## config.mk

```make
export PLATFORM = sky130hd
export DESIGN_NAME = uart_tx_feeder
export DESIGN_NICKNAME = d
export VERILOG_FILES = /design/src/rtl/uart_tx_feeder_pkg.sv /design/src/rtl/uart_byte_fifo.sv /design/src/rtl/uart_tx_feeder.sv
export SDC_FILE = /design/constraint.sdc
export NUM_CORES = 1
export LEC_CHECK = 0
export ABC_AREA = 0
export BUFFER_PORTS_ARGS = -buffer_cell sky130_fd_sc_hd__buf_2
export CAP_MARGIN = 20
export CORE_ASPECT_RATIO = 0.75
export CORE_UTILIZATION = 62
export CTS_CLUSTER_DIAMETER = 120
export CTS_CLUSTER_SIZE = 28
export DETAILED_ROUTE_END_ITERATION = 12
export GPL_TIMING_DRIVEN = 0
export PLACE_DENSITY_LB_ADDON = 0.05
export SYNTH_ARGS = -nofsm -noshare
export SYNTH_HDL_FRONTEND = slang
export SYNTH_SLANG_ARGS = --single-unit
```

## constraint.sdc

```tcl
create_clock -name sys_clk -period 7.1 [get_ports sys_clk]
set_input_delay 1.42 -clock sys_clk [delete_from_list [all_inputs] [get_ports sys_clk]]
set_output_delay 1.42 -clock sys_clk [all_outputs]
set_load 0.005 [all_outputs]
```

## src/rtl/uart_tx_feeder_pkg.sv

```systemverilog
// uart_tx_feeder_pkg
//   Shared definitions for the UART transmit feeder: default FIFO geometry
//   and the handshake FSM state encoding.
package uart_tx_feeder_pkg;

  localparam int FEEDER_DEPTH  = 16;
  localparam int FEEDER_ADDR_W = 4;

  typedef enum logic [1:0] {
    ST_IDLE      = 2'd0,
    ST_ARM       = 2'd1,
    ST_WAIT_DONE = 2'd2
  } feeder_state_e;

endpackage

```

## src/rtl/uart_byte_fifo.sv

```systemverilog
// uart_byte_fifo
//   Circular byte FIFO with separate read/write pointers wrapping modulo DEPTH.
//   Ports:
//     clk, rst_n      clock, asynchronous active-low reset
//     wr_en, wr_data  write strobe and byte; ignored while full
//     rd_en           pop the head byte; ignored while empty
//     rd_data         head byte (combinational read at rd_ptr)
//     count           bytes held, full = count==DEPTH, empty = count==0
module uart_byte_fifo
  import uart_tx_feeder_pkg::*;
#(
  parameter int DEPTH  = FEEDER_DEPTH,
  parameter int ADDR_W = FEEDER_ADDR_W
) (
  input  logic              clk,
  input  logic              rst_n,
  input  logic              wr_en,
  input  logic [7:0]        wr_data,
  input  logic              rd_en,
  output logic [7:0]        rd_data,
  output logic [ADDR_W:0]   count,
  output logic              full,
  output logic              empty
);

  localparam logic [ADDR_W:0] FULL_CNT = (ADDR_W + 1)'(DEPTH);

  logic [7:0]        mem_q [DEPTH];
  logic [ADDR_W-1:0] wr_ptr_q, wr_ptr_d;
  logic [ADDR_W-1:0] rd_ptr_q, rd_ptr_d;
  logic [ADDR_W:0]   count_q, count_d;
  logic              wr_ok, rd_ok;

  assign full    = (count_q == FULL_CNT);
  assign empty   = (count_q == '0);
  assign wr_ok   = wr_en & ~full;
  assign rd_ok   = rd_en & ~empty;
  assign rd_data = mem_q[rd_ptr_q];
  assign count   = count_q;

  always_comb begin
    wr_ptr_d = wr_ptr_q;
    rd_ptr_d = rd_ptr_q;
    count_d  = count_q;
    if (wr_ok) wr_ptr_d = wr_ptr_q + 1'b1;
    if (rd_ok) rd_ptr_d = rd_ptr_q + 1'b1;
    // A simultaneous write and pop moves both pointers but leaves count alone.
    if (wr_ok && !rd_ok) count_d = count_q + 1'b1;
    else if (rd_ok && !wr_ok) count_d = count_q - 1'b1;
  end

  always_ff @(posedge clk or negedge rst_n) begin
    if (!rst_n) begin
      wr_ptr_q <= '0;
      rd_ptr_q <= '0;
      count_q  <= '0;
    end else begin
      wr_ptr_q <= wr_ptr_d;
      rd_ptr_q <= rd_ptr_d;
      count_q  <= count_d;
    end
  end

  // Storage is not reset; stale contents are unreachable once pointers clear.
  always_ff @(posedge clk) begin
    if (wr_ok) mem_q[wr_ptr_q] <= wr_data;
  end

endmodule

```

## src/rtl/uart_tx_feeder.sv

```systemverilog
// uart_tx_feeder
//   Queues bytes and hands them one at a time to a UART transmitter using a
//   ready / bits_ok handshake.
//   Ports:
//     sys_clk, rst_n  clock, asynchronous active-low reset
//     wr_en, wr_data  byte write strobe and data
//     clr_ovf         clears the sticky overflow flag
//     tx_bits_ok      transmitter idle/stop, able to take a byte
//     tx_ready        byte presented; transmitter starts on its rising edge
//     tx_data         presented byte, stable while tx_ready is high
//     full, empty     FIFO status
//     count           queued bytes, including the one presented
//     overflow        sticky: a write arrived while full and was dropped
module uart_tx_feeder
  import uart_tx_feeder_pkg::*;
#(
  parameter int DEPTH  = FEEDER_DEPTH,
  parameter int ADDR_W = FEEDER_ADDR_W
) (
  input  logic              sys_clk,
  input  logic              rst_n,
  input  logic              wr_en,
  input  logic [7:0]        wr_data,
  input  logic              clr_ovf,
  input  logic              tx_bits_ok,
  output logic              tx_ready,
  output logic [7:0]        tx_data,
  output logic              full,
  output logic              empty,
  output logic [ADDR_W:0]   count,
  output logic              overflow
);

  feeder_state_e state_q;
  logic          tx_ready_q;
  logic [7:0]    tx_data_q;
  logic          overflow_q, overflow_d;
  logic          pop;
  logic [7:0]    head_byte;

  // The transmitter dropping tx_bits_ok while armed means it took the byte.
  assign pop = (state_q == ST_ARM) & ~tx_bits_ok;

  uart_byte_fifo #(
    .DEPTH  (DEPTH),
    .ADDR_W (ADDR_W)
  ) u_fifo (
    .clk     (sys_clk),
    .rst_n   (rst_n),
    .wr_en   (wr_en),
    .wr_data (wr_data),
    .rd_en   (pop),
    .rd_data (head_byte),
    .count   (count),
    .full    (full),
    .empty   (empty)
  );

  // A dropped write wins over a clear in the same cycle.
  always_comb begin
    overflow_d = overflow_q;
    if (clr_ovf) overflow_d = 1'b0;
    if (wr_en && full) overflow_d = 1'b1;
  end

  always_ff @(posedge sys_clk or negedge rst_n) begin
    if (!rst_n) overflow_q <= 1'b0;
    else        overflow_q <= overflow_d;
  end

  // tx_data is loaded only when entering ARM, so it cannot move while
  // tx_ready is high. WAIT_DONE plus IDLE give at least two low cycles.
  always_ff @(posedge sys_clk or negedge rst_n) begin
    if (!rst_n) begin
      state_q    <= ST_IDLE;
      tx_ready_q <= 1'b0;
      tx_data_q  <= 8'h00;
    end else begin
      case (state_q)
        ST_IDLE: begin
          if (!empty && tx_bits_ok) begin
            tx_data_q  <= head_byte;
            tx_ready_q <= 1'b1;
            state_q    <= ST_ARM;
          end
        end
        ST_ARM: begin
          if (!tx_bits_ok) begin
            tx_ready_q <= 1'b0;
            state_q    <= ST_WAIT_DONE;
          end
        end
        ST_WAIT_DONE: begin
          if (tx_bits_ok) state_q <= ST_IDLE;
        end
        default: begin
          tx_ready_q <= 1'b0;
          state_q    <= ST_IDLE;
        end
      endcase
    end
  end

  assign tx_ready = tx_ready_q;
  assign tx_data  = tx_data_q;
  assign overflow = overflow_q;

endmodule

```

Word-level counts from Yosys, hierarchy flattened
Memory sizes are Yosys's and may differ from the RTL's. A register that Yosys moved wholly into a read port is not among the register bits.
Index checks and enable logic that the tools add are counted.
{ "op_classes": {"n_mux": 13, "n_bitwise": 7, "addsub": 4, "eq_ne": 6, "reduce_logical": 15} }
{ "ops": {"columns": ["operator", "n"], "rows": [
  ["$mux W5", 2],
  ["$add A4 B1 Y4 const B", 2],
  ["$mux W1", 6],
  ["$mux W2", 3],
  ["$ne A2 B2 Y1 const B", 3],
  ["$pmux W2 S3", 1],
  ["$reduce_and A3 Y1", 2],
  ["$add A5 B1 Y5 const B", 1],
  ["$eq A5 B5 Y1 const B", 1],
  ["$logic_not A5 Y1", 1],
  ["$sub A5 B1 Y5 const B", 1],
  ["$logic_and A1 B1 Y1", 4],
  ["$logic_not A1 Y1", 4],
  ["$not A1 Y1", 4],
  ["$reduce_bool A2 Y1", 2],
  ["$and A1 B1 Y1", 3],
  ["$pmux W1 S3", 1],
  ["$eq A2 B1 Y1 const B", 1],
  ["$eq A2 B2 Y1 const B", 1],
  ["$logic_not A2 Y1", 1],
  ["$reduce_and A2 Y1", 1]
]} }
{ "word_totals": {"regBits": 17, "in_bits": 13, "out_inout_bits": 17, "mem_bits_rw": 128, "memories": 1} }
{ "memory_table": {"columns": ["memory", "depth", "width", "rd", "rd_ports_with_merged_regs", "write_ports", "line", "text"], "rows": [
  ["u_fifo.mem_q", 16, 8, 1, 1, 1, "uart_byte_fifo.sv:28", "logic [7:0] mem_q [DEPTH];"]
]} }

Depth between registers and ports, before layout
{ "logic_depth": {"ltp_word": 7, "mapped_depth": 10, "depth_no_buf": 10} }

By module
Synthesis repeated with hierarchy kept, for this count alone.
{ "hier_totals": {"cells_unflattened": 354, "area_unflattened_um2": 6294.8} }
{ "modules_own_cells": {"columns": ["module", "instances", "cells_per_inst", "area_per_inst_um2"], "rows": [
  ["uart_byte_fifo", 1, 322, 5816.8],
  ["uart_tx_feeder", 1, 32, 478.0]
]} }

Worst setup path before layout
No wires, ideal clock.
{ "synth_path": {"path_kind": "input to register", "startpoint": "in tx_bits_ok", "endpoint": "reg u_fifo.count_q[4] (netlist: u_fifo.count[4])", "t_arrival_ns": 3.182, "setup_slack_ns": 3.838, "path_stages": 9, "required_time_ns": 7.020, "path_buffers": 0, "setup_time_ns": 0.080, "path_cell_list": "a2111oi_4 inv_1 ha_1 inv_1 ha_1 a21o_1 a21oi_1 mux2i_1 xnor2_1"} }
{ "synth_between": {"elab_chain_cells": 6, "elab_cells_between_ends": 8, "cone_classes": "1 x mux; 3 x bitwise; 4 x reduce/logical"} }
{ "synth_rtl": {"columns": ["item", "line", "text"], "rows": [
  ["start: declaration", "uart_tx_feeder.sv:25", "input logic tx_bits_ok,"],
  ["$not A1 Y1 *", "uart_tx_feeder.sv:42", "assign pop = (state_q == ST_ARM) & ~tx_bits_ok;"],
  ["$and A1 B1 Y1 *", "uart_tx_feeder.sv:42", null],
  ["$and A1 B1 Y1 *", "uart_byte_fifo.sv:37", "assign rd_ok = rd_en & ~empty;"],
  ["$logic_not A1 Y1", "uart_byte_fifo.sv:48", "if (wr_ok && !rd_ok) count_d = count_q + 1'b1;"],
  ["$logic_and A1 B1 Y1", "uart_byte_fifo.sv:48", null],
  ["$mux W5 or $reduce_bool A2 Y1 (tied branches)", null, null],
  ["end signal: assignment", "uart_byte_fifo.sv:60", "count_q <= count_d;"],
  ["end: declaration", "uart_byte_fifo.sv:31", "logic [ADDR_W:0] count_q, count_d;"]
]} }
Mark *: on every way between the ends. The rest lies on a longest branch, timed or not.
A chain may end at the register's enable or synchronous reset.

Worst setup path in the final report
Ends and elaborated chain as after synthesis.

==> out/metrics.cfg <==
[run_status]
status=completed

[routing]
vias=3060
post_drt_via_cell_ratio=5.942
drtIter0Drc=268
drtPass1Iterations=5
drc=0
avgRoutedWirePerCell_um=22.53
postRouteAntennaNets=0
drt_wl_total_mm=11.60

[timing]
rsz0062_at_grt=false
tns_ns=0
skew_ns=0.008438
setup_slack_ns=3.882
holdWs_ns=0.4920
period_share=0.4533
period_needed_ns=3.218
clock.fmax_ghz=0.3107
finalMaxSlewViolations=0
hold_violations=0
setup_violations=0
worst_pin_slew_ns=0.8864
max_slew_margin=0.4069

[floorplanning]
core_mm2=0.009658
die_w_um=117.2
io_pins=30
die-area_mm2=0.01036
initial_core_util=0.6392
rows=31
fp.dieH_um=88.42

[logic_synthesis]
synth_xor_area_frac=0.01561
synth.top_cells.by_count=edfxtp_1 (128), mux4_2 (32), dfrtp_1 (25)
synth_seq_area_share=0.7240
synth.distinct_cells=37
synthMuxAreaShare=0.1480
synth_compound_gate_area_share=0.03000
synth_top_family_by_area=multiplexers
yosys_most_used_dff=edfxtp_1
postSynthNetCount=341
synth_area_leaders=edfxtp_1 (62%), mux4_2 (12%), dfrtp_1 (10%)
synth_adder_area_share=0.02148
synth_simple_gate_area_frac=0.03952
synthArstFlopShare=0.1634
yosysTopAreaCellShare=0.6226
ys_warn_count=0
synthCells=318
yosys_register_bits=153
synth_area_mm2=0.006173
synth_edf_count=128
synth_most_common_cell=edfxtp_1
synth_top_cell_by_area=edfxtp_1
syn_avg_cell_area_um2=19.41

[place]
post-place-ws_ns=3.472
globalplace.congestion=0.7675
dp_hpwl_mm=7.533
portBuffers=29

[grt]
grt_pass1_vias=3082
overflow=0
grt_use_total=0.2521
antenna_found_initial=0
grt_pass1_wl_mm=17.46
grt_max_degree=26

[cts]
clkSlewWorstSetupHoldPaths_ns=0.06
cts_setup_buffers=0
clockBufferDepth=2
clock-sinks=153
cts_resized=0
cts_root_buffer=clkbuf_16
htree_levels=4
numCtsBuffers=17
hold_buffers=0
cts_tree=yes
clkLatencyLatePin_ns=0.42

[worst_setup_path]
r2r_cells=10
rrSetupSlack_ns=4.26
worstReg2RegEnd=u_fifo.count[4]
cp_data_required_time_ns=7.45
worstPathMaxFanout=5
cp.arrival_ns=3.57
r2r-start=u_fifo.count[1]
crit_type=input pin to flop
crit_path_end_kind=flop
cp-start-kind=input pin

[power]
ir_drop_mv=0.2748
total_power_w=0.002948
p_per_area_mw_per_mm2=414.4
p_leak_nw=2.533

[min_path]
hp-start=tx_data[5]
hold_depth=2
worstHoldEndpoint=tx_data[5]
hold_class=flop to flop

[cells_and_area]
area_delta_synth_final_pct=15.24
drive_gt1_frac=0.3003
antenna_cells=0
nets=393

[flow_run]
max_cap_viol_count=0

## critical path, stage by stage
cell       delay (ns)
buf_2            0.13
a2111oi_4        0.49
inv_1            0.09
ha_1             0.23
inv_1            0.16
ha_1             0.30
a21o_1           0.19
a21oi_1          0.19
mux2i_1          0.24
xnor2_1          0.13
## where the power goes
| group | leakage [nW] | switching [W] | internal, W |
|---|---|---|---|
| Clock | 0.284 | 0.000362 | 0.000554 |
| Sequential | 1.46 | 0.0000763 | 0.00112 |
| Combinational | 0.788 | 0.000438 | 0.000399 |
## stage by stage
step	std cells	utilization	cell area [µm²]
floorplan	318	-	6173
global placement	479	0.6713	6484
detailed placement	483	0.6742	6511
CTS	515	0.7366	7114
global route	515	0.7366	7114
finish	515	0.7366	7114
## kinds of logic (layout without fill, tap and decap cells)
logic type,count (synthesis),count (layout)
buf+inv,23,88
xor+xnor,11,11
mux,51,51
simple gates,48,48
flops,153,153
fa+ha+maj,10,10
compound gates,22,22
## worst max path at each step
| stage | startpoint | end | slack (ns) | cells after the start |
|---|---|---|---|---|
| 2_1_floorplan | tx_bits_ok | u_fifo.count[4] | 3.84 | 9 |
| 6_report | tx_bits_ok | u_fifo.count[4] | 3.88 | 10 |
| 3_3_place_gp | wr_en | u_fifo.mem_q[0][5] | 3.42 | 4 |
| 3_5_place_dp | tx_bits_ok | u_fifo.count[4] | 3.47 | 10 |
| 5_1_grt | tx_bits_ok | u_fifo.count[4] | 3.71 | 10 |
| 4_1_cts | u_fifo.count[1] | empty | 3.88 | 4 |
## state kept, by name, summed over array words and instances (netlist names)
signal	flops
tx_ready	1
u_fifo.count	5
tx_data	8
overflow	1
u_fifo.wr_ptr_q	4
state_q	2
u_fifo.mem_q	128
u_fifo.rd_ptr_q	4
## routing by layer
layer / global-route usage / up-vias / part of all wire
met4: 0.08516 / 0 / 0.0085
met5: 0 / - / 0
li1: - / 1365 / -
met1: 0.3663 / 1570 / 0.46
met3: 0.06164 / 13 / 0.059
met2: 0.3818 / 112 / 0.47
## area by class of cell
class,count,area [µm²]
clock inverter,14,173.9
inverter,9,33.78
tap,132,165.2
buffer,14,98.84
sequential,153,4469
multi-input combinational,142,1572
timing repair buffer,33,172.7
fill,590,2544
clock buffer,18,429.2
## cells in the final DEF (no fill, tap or decap), types with 2 or more instances in the layout
master / count
nand4_1: 2
buf_2: 34
buf_4: 6
a21oi_1: 3
bufinv_16: 3
dfrtp_1: 25
nor3_1: 4
buf_1: 2
nand2b_1: 2
ha_1: 9
o21ai_1: 2
edfxtp_1: 128
nor2_1: 15
o21ai_0: 2
o221ai_1: 8
clkbuf_16: 17
clkinvlp_4: 3
nand2_1: 17
mux2i_1: 17
a21o_1: 2
clkinv_4: 5
mux4_2: 32
nand3_2: 2
inv_1: 9
nand2_2: 2
buf_6: 4
xnor2_1: 10
clkbuf_1: 2
(Power assumes the default switching activity.)
